File: config.mk
export PLATFORM = sky130hd
export DESIGN_NAME = pump_controller
export DESIGN_NICKNAME = d
export VERILOG_FILES = /design/src/rtl/fuel_pkg.sv /design/src/rtl/ms_tick_gen.sv /design/src/rtl/pump_controller.sv
export SDC_FILE = /design/constraint.sdc
export NUM_CORES = 1
export LEC_CHECK = 0
export ABC_AREA = 0
export CAP_MARGIN = 25
export CELL_PAD_IN_SITES_DETAIL_PLACEMENT = 0
export CELL_PAD_IN_SITES_GLOBAL_PLACEMENT = 1
export CORE_ASPECT_RATIO = 1.5
export CORE_MARGIN = 4
export CORE_UTILIZATION = 47
export CTS_BUF_LIST = sky130_fd_sc_hd__clkbuf_4 sky130_fd_sc_hd__clkbuf_8 sky130_fd_sc_hd__clkbuf_16
export DETAILED_ROUTE_END_ITERATION = 12
export PLACE_DENSITY_LB_ADDON = 0.05
export SKIP_LAST_GASP = 1
export SLEW_MARGIN = 20
export SYNTH_ARGS = -nofsm -noshare
export SYNTH_HDL_FRONTEND = slang
export SYNTH_SLANG_ARGS = --single-unit
File: constraint.sdc
create_clock -name clk -period 6.9 [get_ports clk]
set_clock_uncertainty 0.05 [all_clocks]
set_input_delay 1.38 -clock clk [delete_from_list [all_inputs] [get_ports clk]]
set_output_delay 1.38 -clock clk [all_outputs]
set_load 0.1 [all_outputs]
File: src/rtl/fuel_pkg.sv
// Shared definitions for the pump controller slice.
//   state_e  : controller state encoding (also driven out on the display port)
//   fault_e  : fault reason codes reported on fault_code
//   MS_PER_S / ms_tick_div : derive the clock divide for a 1 ms tick
package fuel_pkg;

    typedef enum logic [2:0] {
        ST_IDLE    = 3'd0,
        ST_PUMPING = 3'd1,
        ST_SETTLE  = 3'd2,
        ST_DONE    = 3'd3,
        ST_FAULT   = 3'd4
    } state_e;

    typedef enum logic [1:0] {
        FC_NONE    = 2'd0,
        FC_STALL   = 2'd1,
        FC_OVERRUN = 2'd2,
        FC_NO_DATA = 2'd3
    } fault_e;

    localparam int unsigned MS_PER_S = 1000;

    // Clocks per 1 ms tick; never below 1 so very slow clocks tick every cycle.
    function automatic int unsigned ms_tick_div(input int unsigned clk_hz);
        return (clk_hz / MS_PER_S >= 1) ? (clk_hz / MS_PER_S) : 1;
    endfunction

endpackage

File: src/rtl/ms_tick_gen.sv
// 1 ms prescaler: emits a registered one-cycle tick every DIV clocks.
//   clk   : system clock, rising edge
//   rst_n : asynchronous active-low reset
//   tick  : one-cycle pulse, period DIV clocks (constantly high when DIV = 1)
module ms_tick_gen #(
    parameter int unsigned DIV = 50_000
) (
    input  logic clk,
    input  logic rst_n,
    output logic tick
);

    localparam int unsigned CW = (DIV > 1) ? $clog2(DIV) : 1;
    localparam logic [CW-1:0] LAST = CW'(DIV - 1);

    logic [CW-1:0] cnt_q, cnt_d;
    logic          tick_q, tick_d;

    always_comb begin
        tick_d = (cnt_q == LAST);
        cnt_d  = tick_d ? '0 : cnt_q + CW'(1);
    end

    always_ff @(posedge clk or negedge rst_n) begin
        if (!rst_n) begin
            cnt_q  <= '0;
            tick_q <= 1'b0;
        end else begin
            cnt_q  <= cnt_d;
            tick_q <= tick_d;
        end
    end

    assign tick = tick_q;

endmodule

File: src/rtl/pump_controller.sv
// Tank fill controller: runs a pump relay until the measured volume reaches a
// captured target, with stall / overrun / missing-sensor supervision.
//   clk, rst_n          : clock, asynchronous active-low reset
//   start, stop, clear  : fill request, abort, fault acknowledge
//   target_ml           : requested final volume (clamped to CAP_ML on start)
//   volume_ml/vol_valid : measured volume and its one-cycle sample strobe
//   pump_en             : relay drive
//   busy, done, fault   : status (busy in PUMPING/SETTLE, done one-cycle pulse)
//   fault_code          : fault_e reason, 0 outside FAULT
//   state               : state_e encoding for the display
module pump_controller
    import fuel_pkg::*;
#(
    parameter int unsigned CLK_HZ      = 50_000_000,
    parameter int unsigned CAP_ML      = 20000,
    parameter int unsigned MIN_RISE_ML = 10,
    parameter int unsigned STALL_MS    = 5000,
    parameter int unsigned MAX_RUN_MS  = 600000,
    parameter int unsigned SETTLE_MS   = 500
) (
    input  logic        clk,
    input  logic        rst_n,
    input  logic        start,
    input  logic        stop,
    input  logic        clear,
    input  logic [31:0] target_ml,
    input  logic [31:0] volume_ml,
    input  logic        vol_valid,
    output logic        pump_en,
    output logic        busy,
    output logic        done,
    output logic        fault,
    output logic [1:0]  fault_code,
    output logic [2:0]  state
);

    localparam logic [31:0] CAP_L    = 32'(CAP_ML);
    localparam logic [31:0] RISE_L   = 32'(MIN_RISE_ML);
    localparam logic [31:0] STALL_L  = 32'(STALL_MS);
    localparam logic [31:0] RUN_L    = 32'(MAX_RUN_MS);
    localparam logic [31:0] SETTLE_L = 32'(SETTLE_MS);

    logic tick;

    ms_tick_gen #(
        .DIV (ms_tick_div(CLK_HZ))
    ) u_ms_tick (
        .clk   (clk),
        .rst_n (rst_n),
        .tick  (tick)
    );

    state_e      state_q, state_d;
    fault_e      fault_code_q, fault_code_d;
    logic        pump_en_q, pump_en_d;
    logic        busy_q, busy_d;
    logic        done_q, done_d;
    logic        fault_q, fault_d;
    logic        has_sample_q, has_sample_d;
    logic [31:0] vol_q, vol_d;
    logic [31:0] ref_q, ref_d;
    logic [31:0] tgt_q, tgt_d;
    logic [31:0] stall_q, stall_d;
    logic [31:0] run_q, run_d;
    logic [31:0] settle_q, settle_d;

    logic [31:0] tgt_clamped;
    logic [32:0] rise_sum;
    logic [31:0] rise_lim;
    logic        progress;
    logic [31:0] stall_inc, run_inc, settle_inc;

    always_comb begin
        tgt_clamped = (target_ml > CAP_L) ? CAP_L : target_ml;

        // Progress threshold saturates so a reference near 2^32-1 cannot wrap.
        rise_sum = {1'b0, ref_q} + {1'b0, RISE_L};
        rise_lim = rise_sum[32] ? '1 : rise_sum[31:0];
        progress = vol_valid && (volume_ml >= rise_lim);

        // Saturating ms timers; limits are compared against the incremented
        // value so a fault fires on the tick that reaches the limit.
        stall_inc  = (tick && stall_q  < STALL_L)  ? stall_q  + 32'd1 : stall_q;
        run_inc    = (tick && run_q    < RUN_L)    ? run_q    + 32'd1 : run_q;
        settle_inc = (tick && settle_q < SETTLE_L) ? settle_q + 32'd1 : settle_q;

        state_d      = state_q;
        fault_code_d = fault_code_q;
        vol_d        = vol_q;
        has_sample_d = has_sample_q;
        ref_d        = ref_q;
        tgt_d        = tgt_q;
        stall_d      = stall_q;
        run_d        = run_q;
        settle_d     = settle_q;

        if (vol_valid) begin
            vol_d        = volume_ml;
            has_sample_d = 1'b1;
        end

        case (state_q)
            ST_IDLE: begin
                if (start) begin
                    tgt_d = tgt_clamped;
                    if (!has_sample_q) begin
                        state_d      = ST_FAULT;
                        fault_code_d = FC_NO_DATA;
                    end else if (vol_q >= tgt_clamped) begin
                        state_d = ST_DONE;
                    end else begin
                        state_d = ST_PUMPING;
                        ref_d   = vol_q;
                        stall_d = '0;
                        run_d   = '0;
                    end
                end
            end
            ST_PUMPING: begin
                run_d   = run_inc;
                stall_d = progress ? '0 : stall_inc;
                if (progress) begin
                    ref_d = volume_ml;
                end
                if (stop) begin
                    state_d = ST_IDLE;
                end else if (run_inc >= RUN_L) begin
                    state_d      = ST_FAULT;
                    fault_code_d = FC_OVERRUN;
                end else if (!progress && stall_inc >= STALL_L) begin
                    state_d      = ST_FAULT;
                    fault_code_d = FC_STALL;
                end else if (vol_valid && volume_ml >= tgt_q) begin
                    state_d  = ST_SETTLE;
                    settle_d = '0;
                end
            end
            ST_SETTLE: begin
                settle_d = settle_inc;
                if (stop) begin
                    state_d = ST_IDLE;
                end else if (settle_inc >= SETTLE_L) begin
                    state_d = ST_DONE;
                end
            end
            ST_DONE: begin
                state_d = ST_IDLE;
            end
            ST_FAULT: begin
                if (clear) begin
                    state_d = ST_IDLE;
                end
            end
            default: begin
                state_d = ST_IDLE;
            end
        endcase

        if (state_d != ST_FAULT) begin
            fault_code_d = FC_NONE;
        end

        // Outputs are decoded from the next state so they register alongside it.
        pump_en_d = (state_d == ST_PUMPING);
        busy_d    = (state_d == ST_PUMPING) || (state_d == ST_SETTLE);
        done_d    = (state_d == ST_DONE);
        fault_d   = (state_d == ST_FAULT);
    end

    always_ff @(posedge clk or negedge rst_n) begin
        if (!rst_n) begin
            state_q      <= ST_IDLE;
            fault_code_q <= FC_NONE;
            pump_en_q    <= 1'b0;
            busy_q       <= 1'b0;
            done_q       <= 1'b0;
            fault_q      <= 1'b0;
            has_sample_q <= 1'b0;
            vol_q        <= '0;
            ref_q        <= '0;
            tgt_q        <= '0;
            stall_q      <= '0;
            run_q        <= '0;
            settle_q     <= '0;
        end else begin
            state_q      <= state_d;
            fault_code_q <= fault_code_d;
            pump_en_q    <= pump_en_d;
            busy_q       <= busy_d;
            done_q       <= done_d;
            fault_q      <= fault_d;
            has_sample_q <= has_sample_d;
            vol_q        <= vol_d;
            ref_q        <= ref_d;
            tgt_q        <= tgt_d;
            stall_q      <= stall_d;
            run_q        <= run_d;
            settle_q     <= settle_d;
        end
    end

    assign pump_en    = pump_en_q;
    assign busy       = busy_q;
    assign done       = done_q;
    assign fault      = fault_q;
    assign fault_code = fault_code_q;
    assign state      = state_q;

endmodule

# [Word level (Yosys, flattened, before mapping)]
# Cells that the tools add are included.
[classes] add_sub_neg=5 magnitude_cmp=10 n_eq_ne=21 muxes=40 n_reduce_logical=17
[op_table] op="32-bit 2-to-1 mux" n=17
[op_table] op="32-bit case mux with 2 select lines" n=4
[op_table] op="32-bit by 1-bit adder with 32-bit output, second input constant" n=3
[op_table] op="32-bit >= comparator" n=3
[op_table] op="32-bit by 4-bit adder with 33-bit output, second input constant" n=1
[op_table] op="32-bit by 13-bit >= comparator with 1-bit output, second input constant" n=1
[op_table] op="32-bit by 20-bit >= comparator with 1-bit output, second input constant" n=1
[op_table] op="32-bit by 9-bit >= comparator with 1-bit output, second input constant" n=1
[op_table] op="32-bit by 15-bit > comparator with 1-bit output, second input constant" n=1
[op_table] op="32-bit by 13-bit less-than comparator with 1-bit output, second input constant" n=1
[op_table] op="32-bit by 20-bit less-than comparator with 1-bit output, second input constant" n=1
[op_table] op="32-bit by 9-bit less-than comparator with 1-bit output, second input constant" n=1
[op_table] op="3-bit 2-to-1 mux" n=9
[op_table] op="16-bit by 1-bit adder with 16-bit output, second input constant" n=1
[op_table] op="16-bit equality test, second input constant" n=1
[op_table] op="16-bit 2-to-1 mux" n=1
[op_table] op="2-bit != test, second input constant" n=8
[op_table] op="5-bit AND reduction" n=3
[op_table] op="2-bit 2-to-1 mux" n=7
[op_table] op="3-bit != test, second input constant" n=4
[op_table] op="3-bit case mux with 4 select lines" n=1
[op_table] op="3-bit by 2-bit equality test with 1-bit output, second input constant" n=3
[op_table] op="3-bit by 1-bit equality test with 1-bit output, second input constant" n=2
[op_table] op="3-bit equality test, second input constant" n=2
[op_table] op="10 further kinds" n=16
[word_totals] reg_bits=219 input_bits=70 output_inout_bits=9 word_cells=108

# [Longest topological paths before layout]
# Gate-level depths: netlist of the first run.
[depth] ltp_word=13 depth_mapped=20

# [Modules after synthesis]
# From an unflattened synthesis of the first run, not the netlist that was laid out.
[unflattened] cells_unflattened=1345 hier_area_um2=12595.8
[modules_own_cells] module="pump_controller" instances=1 cells_each=1277 area_per_inst_um2=11808.8 seq_area_each_um2=5054.8
[modules_own_cells] module="ms_tick_gen" instances=1 cells_each=68 area_per_inst_um2=787.0 seq_area_each_um2=425.4

# [Worst setup path before layout of the first run]
# No wires, ideal clock.
[synth_timing] kind="input to register" start="input port target_ml[0]" end="register ref_q[10]" setup_ns=0.125 arrival_ns=5.274 required_ns=6.725 slack_ns=1.452 path_stages=16 path_buffers=2 cell_sequence="or4_1 -> o21ai_0 -> a21oi_1 -> o31ai_1 -> and2_1 -> clkbuf_1 -> nand2_1 -> ha_1 -> and3_1 -> a221o_1 -> a221oi_1 -> o31a_1 -> o2111ai_1 -> a21oi_1 -> buf_2 -> mux2_2"
[synth_between] elab_chain_cells=5
[synth_lines] element="start: declaration" line_no="pump_controller.sv:26" text="input logic [31:0] target_ml,"
[synth_lines] element="32-bit by 15-bit > comparator with 1-bit output" line_no="pump_controller.sv:74" text="tgt_clamped = (target_ml > CAP_L) ? CAP_L : target_ml;"
[synth_lines] element="32-bit 2-to-1 mux *" line_no="pump_controller.sv:74"
[synth_lines] element="32-bit >= comparator *" line_no="pump_controller.sv:109" text="end else if (vol_q >= tgt_clamped) begin"
[synth_lines] element="2-bit != test (no source line) *"
[synth_lines] element="5-bit AND reduction (no source line) *"
[synth_lines] element="end signal: assignment" line_no="pump_controller.sv:194" text="ref_q <= ref_d;"
[synth_lines] element="end: declaration" line_no="pump_controller.sv:61" text="logic [31:0] ref_q, ref_d;"
# Mark *: on every way between the ends. The rest lies on a longest branch, timed or not.
# A chain may end at the register's enable or synchronous reset.

# [Final worst setup path of the first run]
[layout_timing] start="input port target_ml[0]" end="register ref_q[5]"
# Same word-level chain as after synthesis.

==> results.yml, run 1 <==
outcome:
  status: "completed"
min_path:
  worstHoldEndpoint: "u_ms_tick.cnt_q[0]"
  holdCritPathClass: "reg -> reg"
  worstHoldStart: "u_ms_tick.cnt_q[0]"
  hold_depth: 1
detailed_routing:
  vias: 10188
  first_iter_violations: 373
  wl_met1_um: 13200
  post_drt_wl_per_cell_um: 17.2
  antenna_left: 0
  wl_met2_um: 16100
  highest_layer: "met4"
  first_pass_iters: 5
  drt-total-wl_um: 31400
  drc: 0
  routed-wl-met3_um: 1050
  via_per_inst: 5.57
flow_run:
  cap_violations: 0
yosys:
  ys_dominant_reg_cell: "dfrtp_1"
  async_reset_ff_share_pct: 100
  yosys_warnings: 0
  avgSynthCellArea_um2: 9.42
  ys_ff_latch: 219
  seq_area_frac_synth_pct: 42.0
  yosysUniqueCellTypes: 69
  synth-edff-count: 0
  syn_inst: 1384
  syn_area_mm2: 0.0130
critical_path:
  cp_data_arrival_time_ps: 6080
  crit_path_end_kind: "flip-flop"
  ff2ff_setup_slack_ps: 1350
  path_cells: "clkdlybuf4s50_1 > or4_1 > o21ai_0 > a21oi_1 > o31ai_1 > and2_1 > nor2b_1 > ha_1 > a21o_1 > a211o_1 > nor2_1 > o311a_1 > o31a_1 > o2111ai_2 > a21oi_4 > buf_4 > mux2_2"
  critPathLaunchType: "input port"
  crit_start: "target_ml[0]"
  critPathSlowestCell: "or4_1"
  path_class: "in -> reg"
  rr_endpoint: "stall_q[12]"
  rr_startpoint: "ref_q[4]"
  reg2regPathDepth: 20
  critPathMaxFanout: 48
  cp.buffers_inverters: 2
  critical_path_required_ps: 7250
  path_delay_family: "compound AO/OA/AOI/OAI gates"
  slowest_delay_ps: 520
clocking:
  post_cts_buffers: 0
  cts_sinks: 219
  cts_root_buf: "clkbuf_16"
  cts_buffers: 23
  cts.clk_slew.worst_paths_ps: 70
  clk_latency_ps: 520
  cts_tree: "yes"
  cts_buffer_depth: 3
  cts-hold-fix-buffers: 0
  postCtsResizedCells: 0
  h-tree-depth: 1
global_route:
  grt_pass1_wl_um: 52600
  grt_max_degree: 177
  antenna_found_initial: 0
  overflow: 0
  track_usage_pct: 21.2
  grt_pass1_vias: 10430
floorplanning:
  num_rows: 74
  fp.coreArea_mm2: 0.0273
  die_area_mm2: 0.0305
  io_pins: 79
  start_util_pct: 47.7
  die_h_um: 212
  die_w_um: 144
sta:
  fin_crit_sh_pct: 82.9
  fin_crit_ps: 5720
  setup_viol: 0
  grt_setup_unrepaired: "no"
  relSlewSlack_pct: 34.3
  hold_viol_final: 0
  worst_pin_slew_ps: 982
  holdWs_ps: 405
  max_freq_mhz: 175
  final-max-slew-violation-count: 0
  tns_ps: 0
final_layout:
  drive_above_1_share_pct: 10.4
  finish.utilization_pct: 55.2
  final_common_cell: "dfrtp_1"
  mostFrequentLayoutCells: "dfrtp_1, nand2_1, nor2_1"
  antennaDiodeCount: 0
  area_growth_pct: 15.7
  fin_nets: 1641
  final_cell_area_mm2: 0.0151
  fillers: 2542
power_and_ir_drop:
  leakage_nw: 6.76
  power_mw: 4.75
  ir_drop_mv: 0.382
  powerDensity_mw_per_mm2: 315
place:
  port-buffer-count: 78
  dp_hpwl_um: 22600
  place_area_mm2: 0.0143
  gp_congestion: 0.831
[where the power goes]
| group | internal (mW) | switching, mW | leakage [nW] |
|---|---|---|---|
| Combinational | 0.735 | 0.995 | 3.50 |
| Clock | 0.803 | 0.527 | 0.403 |
| Sequential | 1.47 | 0.222 | 2.85 |
[how the worst max path moves through the flow]
stage	endpoint	slack [ps]	depth (start not counted)
after global placement	ref_q[24]	770	17
after detailed placement	ref_q[5]	610	17
after floorplan	ref_q[10]	1450	16
final	ref_q[5]	1180	17
after CTS	ref_q[5]	1150	17
after global routing	stall_q[12]	740	20
[stage by stage]
| stage | worst slack (ps) | instances |
|---|---|---|
| global route | 743 | 1828 |
| finish | 1180 | 1828 |
| global placement | 774 | 1787 |
| floorplan | 1450 | 1400 |
| detailed placement | 612 | 1787 |
| CTS | 1150 | 1828 |
[Yosys cell counts, types with 5 or more instances]
cell / instances / area (um2)
dfrtp_1: 219 / 5480
nand2_1: 205 / 769
nor2_1: 111 / 417
ha_1: 101 / 1260
mux2_2: 67 / 754
nor2b_1: 66 / 413
nand3_1: 57 / 285
a21oi_1: 55 / 275
inv_1: 55 / 206
o21ai_0: 51 / 255
clkbuf_1: 37 / 139
xnor2_1: 36 / 315
nand4_1: 31 / 194
nor3_1: 29 / 145
nor4_1: 19 / 119
mux2i_1: 18 / 180
a21o_1: 17 / 128
and3_1: 15 / 93.8
o211ai_1: 13 / 97.6
xor2_1: 12 / 105
and2_1: 11 / 68.8
and4_1: 11 / 96.3
a31oi_1: 10 / 62.6
nand2b_1: 9 / 56.3
a2111oi_0: 8 / 70.1
buf_1: 8 / 30.0
o31ai_1: 8 / 60.1
a211o_1: 7 / 61.3
a211oi_1: 6 / 45.0
o21bai_1: 6 / 45.0
buf_2: 5 / 25.0
or2_2: 5 / 31.3
[cells by family (layout without fill, tap and decap cells)]
kind of cell / count (synthesis) / count (layout) / synth area share (%)
adder cells (fa/ha/maj): 101 / 101 / 9.69
AND/OR/NAND/NOR: 591 / 591 / 22.5
flip-flops: 219 / 219 / 42.0
other: 1 / 17 / 0.0288
AO/OA/AOI/OAI: 231 / 231 / 12.1
buffers and inverters: 108 / 194 / 3.28
multiplexers: 85 / 85 / 7.17
XOR/XNOR: 48 / 48 / 3.22
[layer usage]
layer	track usage (%)	vias up
met4	7.54	0
met3	2.39	53
met1	26.3	4914
met2	37.7	150
met5	0	-
li1	-	5071
[registers in the layout, indices dropped and copies added, names as in the netlist, 2 cells and up]
signal and cells:
settle_q 32, vol_q 32, run_q 32, ref_q 32
tgt_q 32, u_ms_tick.cnt_q 16, stall_q 32, fault_code 2
state 3
[cell type report]
class / count / area (um2) / share of cell area (%)
clock buffers: 28 / 632 / 4.19
clock inverters: 13 / 175 / 1.16
inverters: 55 / 206 / 1.37
multi-input cells: 1073 / 7220 / 47.9
flip-flops and latches: 219 / 5480 / 36.3
well taps: 342 / 428 / 2.84
repair buffers: 98 / 943 / 6.25
Power figures use the tool's default switching activity.
==> run 2: changes to the inputs <==
--- a/config.mk
+++ b/config.mk
@@ -11,7 +11,7 @@
 export CELL_PAD_IN_SITES_GLOBAL_PLACEMENT = 1
 export CORE_ASPECT_RATIO = 1.5
 export CORE_MARGIN = 4
-export CORE_UTILIZATION = 47
+export CORE_UTILIZATION = 43
 export CTS_BUF_LIST = sky130_fd_sc_hd__clkbuf_4 sky130_fd_sc_hd__clkbuf_8 sky130_fd_sc_hd__clkbuf_16
 export DETAILED_ROUTE_END_ITERATION = 12
 export PLACE_DENSITY_LB_ADDON = 0.05
==> constraint.sdc (replaced) <==
create_clock -name clk -period 5.1 [get_ports clk]
set_clock_uncertainty 0.05 [all_clocks]
set_input_delay 1.02 -clock clk [delete_from_list [all_inputs] [get_ports clk]]
set_output_delay 1.02 -clock clk [all_outputs]
set_load 0.1 [all_outputs]
==> run 2 against run 1 <==
  * Worst hold slack improved by 8.1 ps
  * Register-to-register slack got worse by 800 ps
  * Global-route usage fell by 1.2 points
  * Largest cell class unchanged
  * Setup slack got worse by 910 ps
  * Final area rose by 3.2%
  * Cell count rose by 4.9%
  * Sequential cell count did not move
  * Sequential share of layout area fell by 1.1 points
  * Combinational power rose by 44%
  * Critical path depth rose by 1
==> results.yml, run 2 (synthesis gave the netlist of run 1 again) <==
outcome:
  status: "completed"
final_layout:
  fillers: 2900
  finish.utilization_pct: 52.4
  area_growth_pct: 19.4
  antennaDiodeCount: 0
  drive_above_1_share_pct: 13.1
  final_common_cell: "dfrtp_1"
  mostFrequentLayoutCells: "dfrtp_1, nand2_1, nor2_1"
  seqCellArea_mm2: 0.00548
  fin_nets: 1676
  multi_input_area_mm2: 0.00728
  fin_cells: 1917
critical_path:
  cp.buffers_inverters: 4
  cp_data_arrival_time_ps: 5190
  crit_path_end_kind: "flip-flop"
  critPathMaxFanout: 19
  path_common_cell: "buf_4"
  slowest_delay_ps: 520
  critical_path_required_ps: 5460
  path_class: "in -> reg"
  critPathLaunchType: "input port"
  critPathSlowestCell: "or4_1"
  ff2ff_setup_slack_ps: 550
  path_cells: "clkdlybuf4s50_1 > or4_1 > o21ai_0 > buf_4 > a21oi_1 > o31ai_2 > and2_4 > nor2b_1 > ha_1 > a21o_1 > a211o_1 > buf_4 > o2111ai_1 > o31a_1 > o2111ai_4 > a21oi_4 > buf_12 > mux2_2"
  path_delay_family: "compound AO/OA/AOI/OAI gates"
detailed_routing:
  first_iter_violations: 367
  wl_met1_um: 13900
  first_pass_iters: 5
  drt-total-wl_um: 32600
  drc: 0
  routed-wl-met3_um: 1020
  post_drt_wl_per_cell_um: 17.0
  wl_met2_um: 16900
  via_per_inst: 5.38
  vias: 10318
  highest_layer: "met5"
  antenna_left: 0
floorplanning:
  die_w_um: 150
  fp.coreArea_mm2: 0.0297
  die_area_mm2: 0.0332
  io_pins: 79
  die_h_um: 221
  start_util_pct: 43.9
  num_rows: 77
clocking:
  cts_buffers: 24
  cts_tree: "yes"
  cts.clk_slew.worst_paths_ps: 60
  cts_buffer_depth: 3
  h-tree-depth: 1
  cts_sinks: 219
  cts_root_buf: "clkbuf_16"
  clk_latency_ps: 530
power_and_ir_drop:
  powerDensity_mw_per_mm2: 428
  ir_drop_mv: 0.712
  leakage_nw: 6.98
  p_int_mw: 4.25
  power_frac_comb_pct: 37.4
  p_sw_mw: 2.41
  p_clk_share_pct: 28.1
  sw_frac_of_total_pct: 36.3
  pwr-share-seq_pct: 34.4
global_route:
  track_usage_pct: 19.9
  antenna_found_initial: 1
  grt_pass1_wl_um: 54500
  overflow: 0
  grt_max_degree: 104
  grt_pass1_vias: 10686
sta:
  fin_crit_ps: 4830
  worst_pin_slew_ps: 979
  final-max-slew-violation-count: 0
  fin_crit_sh_pct: 94.8
  hold_viol_final: 0
  grt_setup_unrepaired: "no"
  setup_viol: 0
  max_freq_mhz: 207
  relSlewSlack_pct: 34.6
place:
  port-buffer-count: 78
  dp_hpwl_um: 23900
  gp_congestion: 0.815
  dp_cells: 1869
flow_run:
  cap_violations: 0
min_path:
  holdCritPathClass: "reg -> reg"
run 2: changes by cell type in the layout (fill, tap and decap cells not counted), moves of 2 or more:
| cell | change |
|---|---|
| a2111oi_0 | -3 |
| a2111oi_1 | +3 |
| buf_12 | +2 |
| buf_4 | +29 |
| clkbuf_16 | +2 |
| clkbuf_4 | +3 |
| clkinv_2 | -2 |
| o31ai_1 | -2 |
| o31ai_2 | +2 |
run 2: power groups by stage:
stage | logic [mW] | clock network (mW) | registers (mW)
finish | 2.49 | 1.87 | 2.29
global route | 2.83 | 2.00 | 2.34
CTS | 2.48 | 1.94 | 2.29
detailed placement | 2.47 | 0 | 2.32
global placement | 2.44 | 0 | 2.32
floorplan | 1.68 | 0 | 2.34
run 2: per-stage QoR:
| stage | power (mW) | hold WS, ps | instance area (um2) | TNS [ps] | setup slack (ps) |
|---|---|---|---|---|---|
| 2_1_floorplan | 4.02 | 383 | 13100 | 0 | 11.8 |
| 3_3_place_gp | 4.76 | 406 | 14600 | -22570 | -331 |
| 3_5_place_dp | 4.79 | 407 | 14600 | -36780 | -483 |
| 4_1_cts | 6.71 | 416 | 15400 | 0 | 66.3 |
| 5_1_grt | 7.17 | 426 | 15600 | 0 | 3.90 |
| 6_report | 6.66 | 413 | 15600 | 0 | 266 |
run 2: worst paths after layout:
kind                               startpoint                  to  cells after the start
hold / removal             u_ms_tick.cnt_q[0]  u_ms_tick.cnt_q[0]                      1
max in group asynchronous               rst_n           tgt_q[14]                      2
setup reg to reg                     ref_q[9]             pump_en                     21
setup / recovery                 target_ml[0]           ref_q[22]                     18
min in group asynchronous               rst_n            vol_q[4]                      1
hold reg to reg            u_ms_tick.cnt_q[0]  u_ms_tick.cnt_q[0]                      1
run 2: area by class of cell:
type,instances,area share (%)
sequential,219,35.2
timing repair buffer,132,8.00
clock buffer,32,4.44
tap,395,3.18
multi-input combinational,1073,46.8
clock inverter,11,1.05
inverter,55,1.33
run 2: worst reg2reg max path, stage by stage (launching register included):
cell,delay (ps)
dfrtp_1,440
and4_1,300
nand4_1,150
nand2b_1,230
nor3_4,190
and3_2,260
nand2_1,70
nor2_2,150
buf_12,200
nor2_1,70
ha_1,280
a21o_1,170
a2111oi_1,390
buf_4,180
o41ai_1,80
o21ai_1,230
nand3_1,170
buf_4,200
o31a_1,260
nand4_1,110
a211oi_1,80
buf_4,160
run 2: repair_timing:
action,CTS,global route
resized for setup,0,16
setup buffers,0,3
hold buffers,0,0
setup endpoints to repair,0,128
run 2: per-layer routing:
metal | GRT usage (%) | vias up
met2 | 36.0 | 136
li1 | - | 5152
met3 | 2.27 | 43
met4 | 5.70 | 2
met5 | 0 | -
met1 | 24.9 | 4985
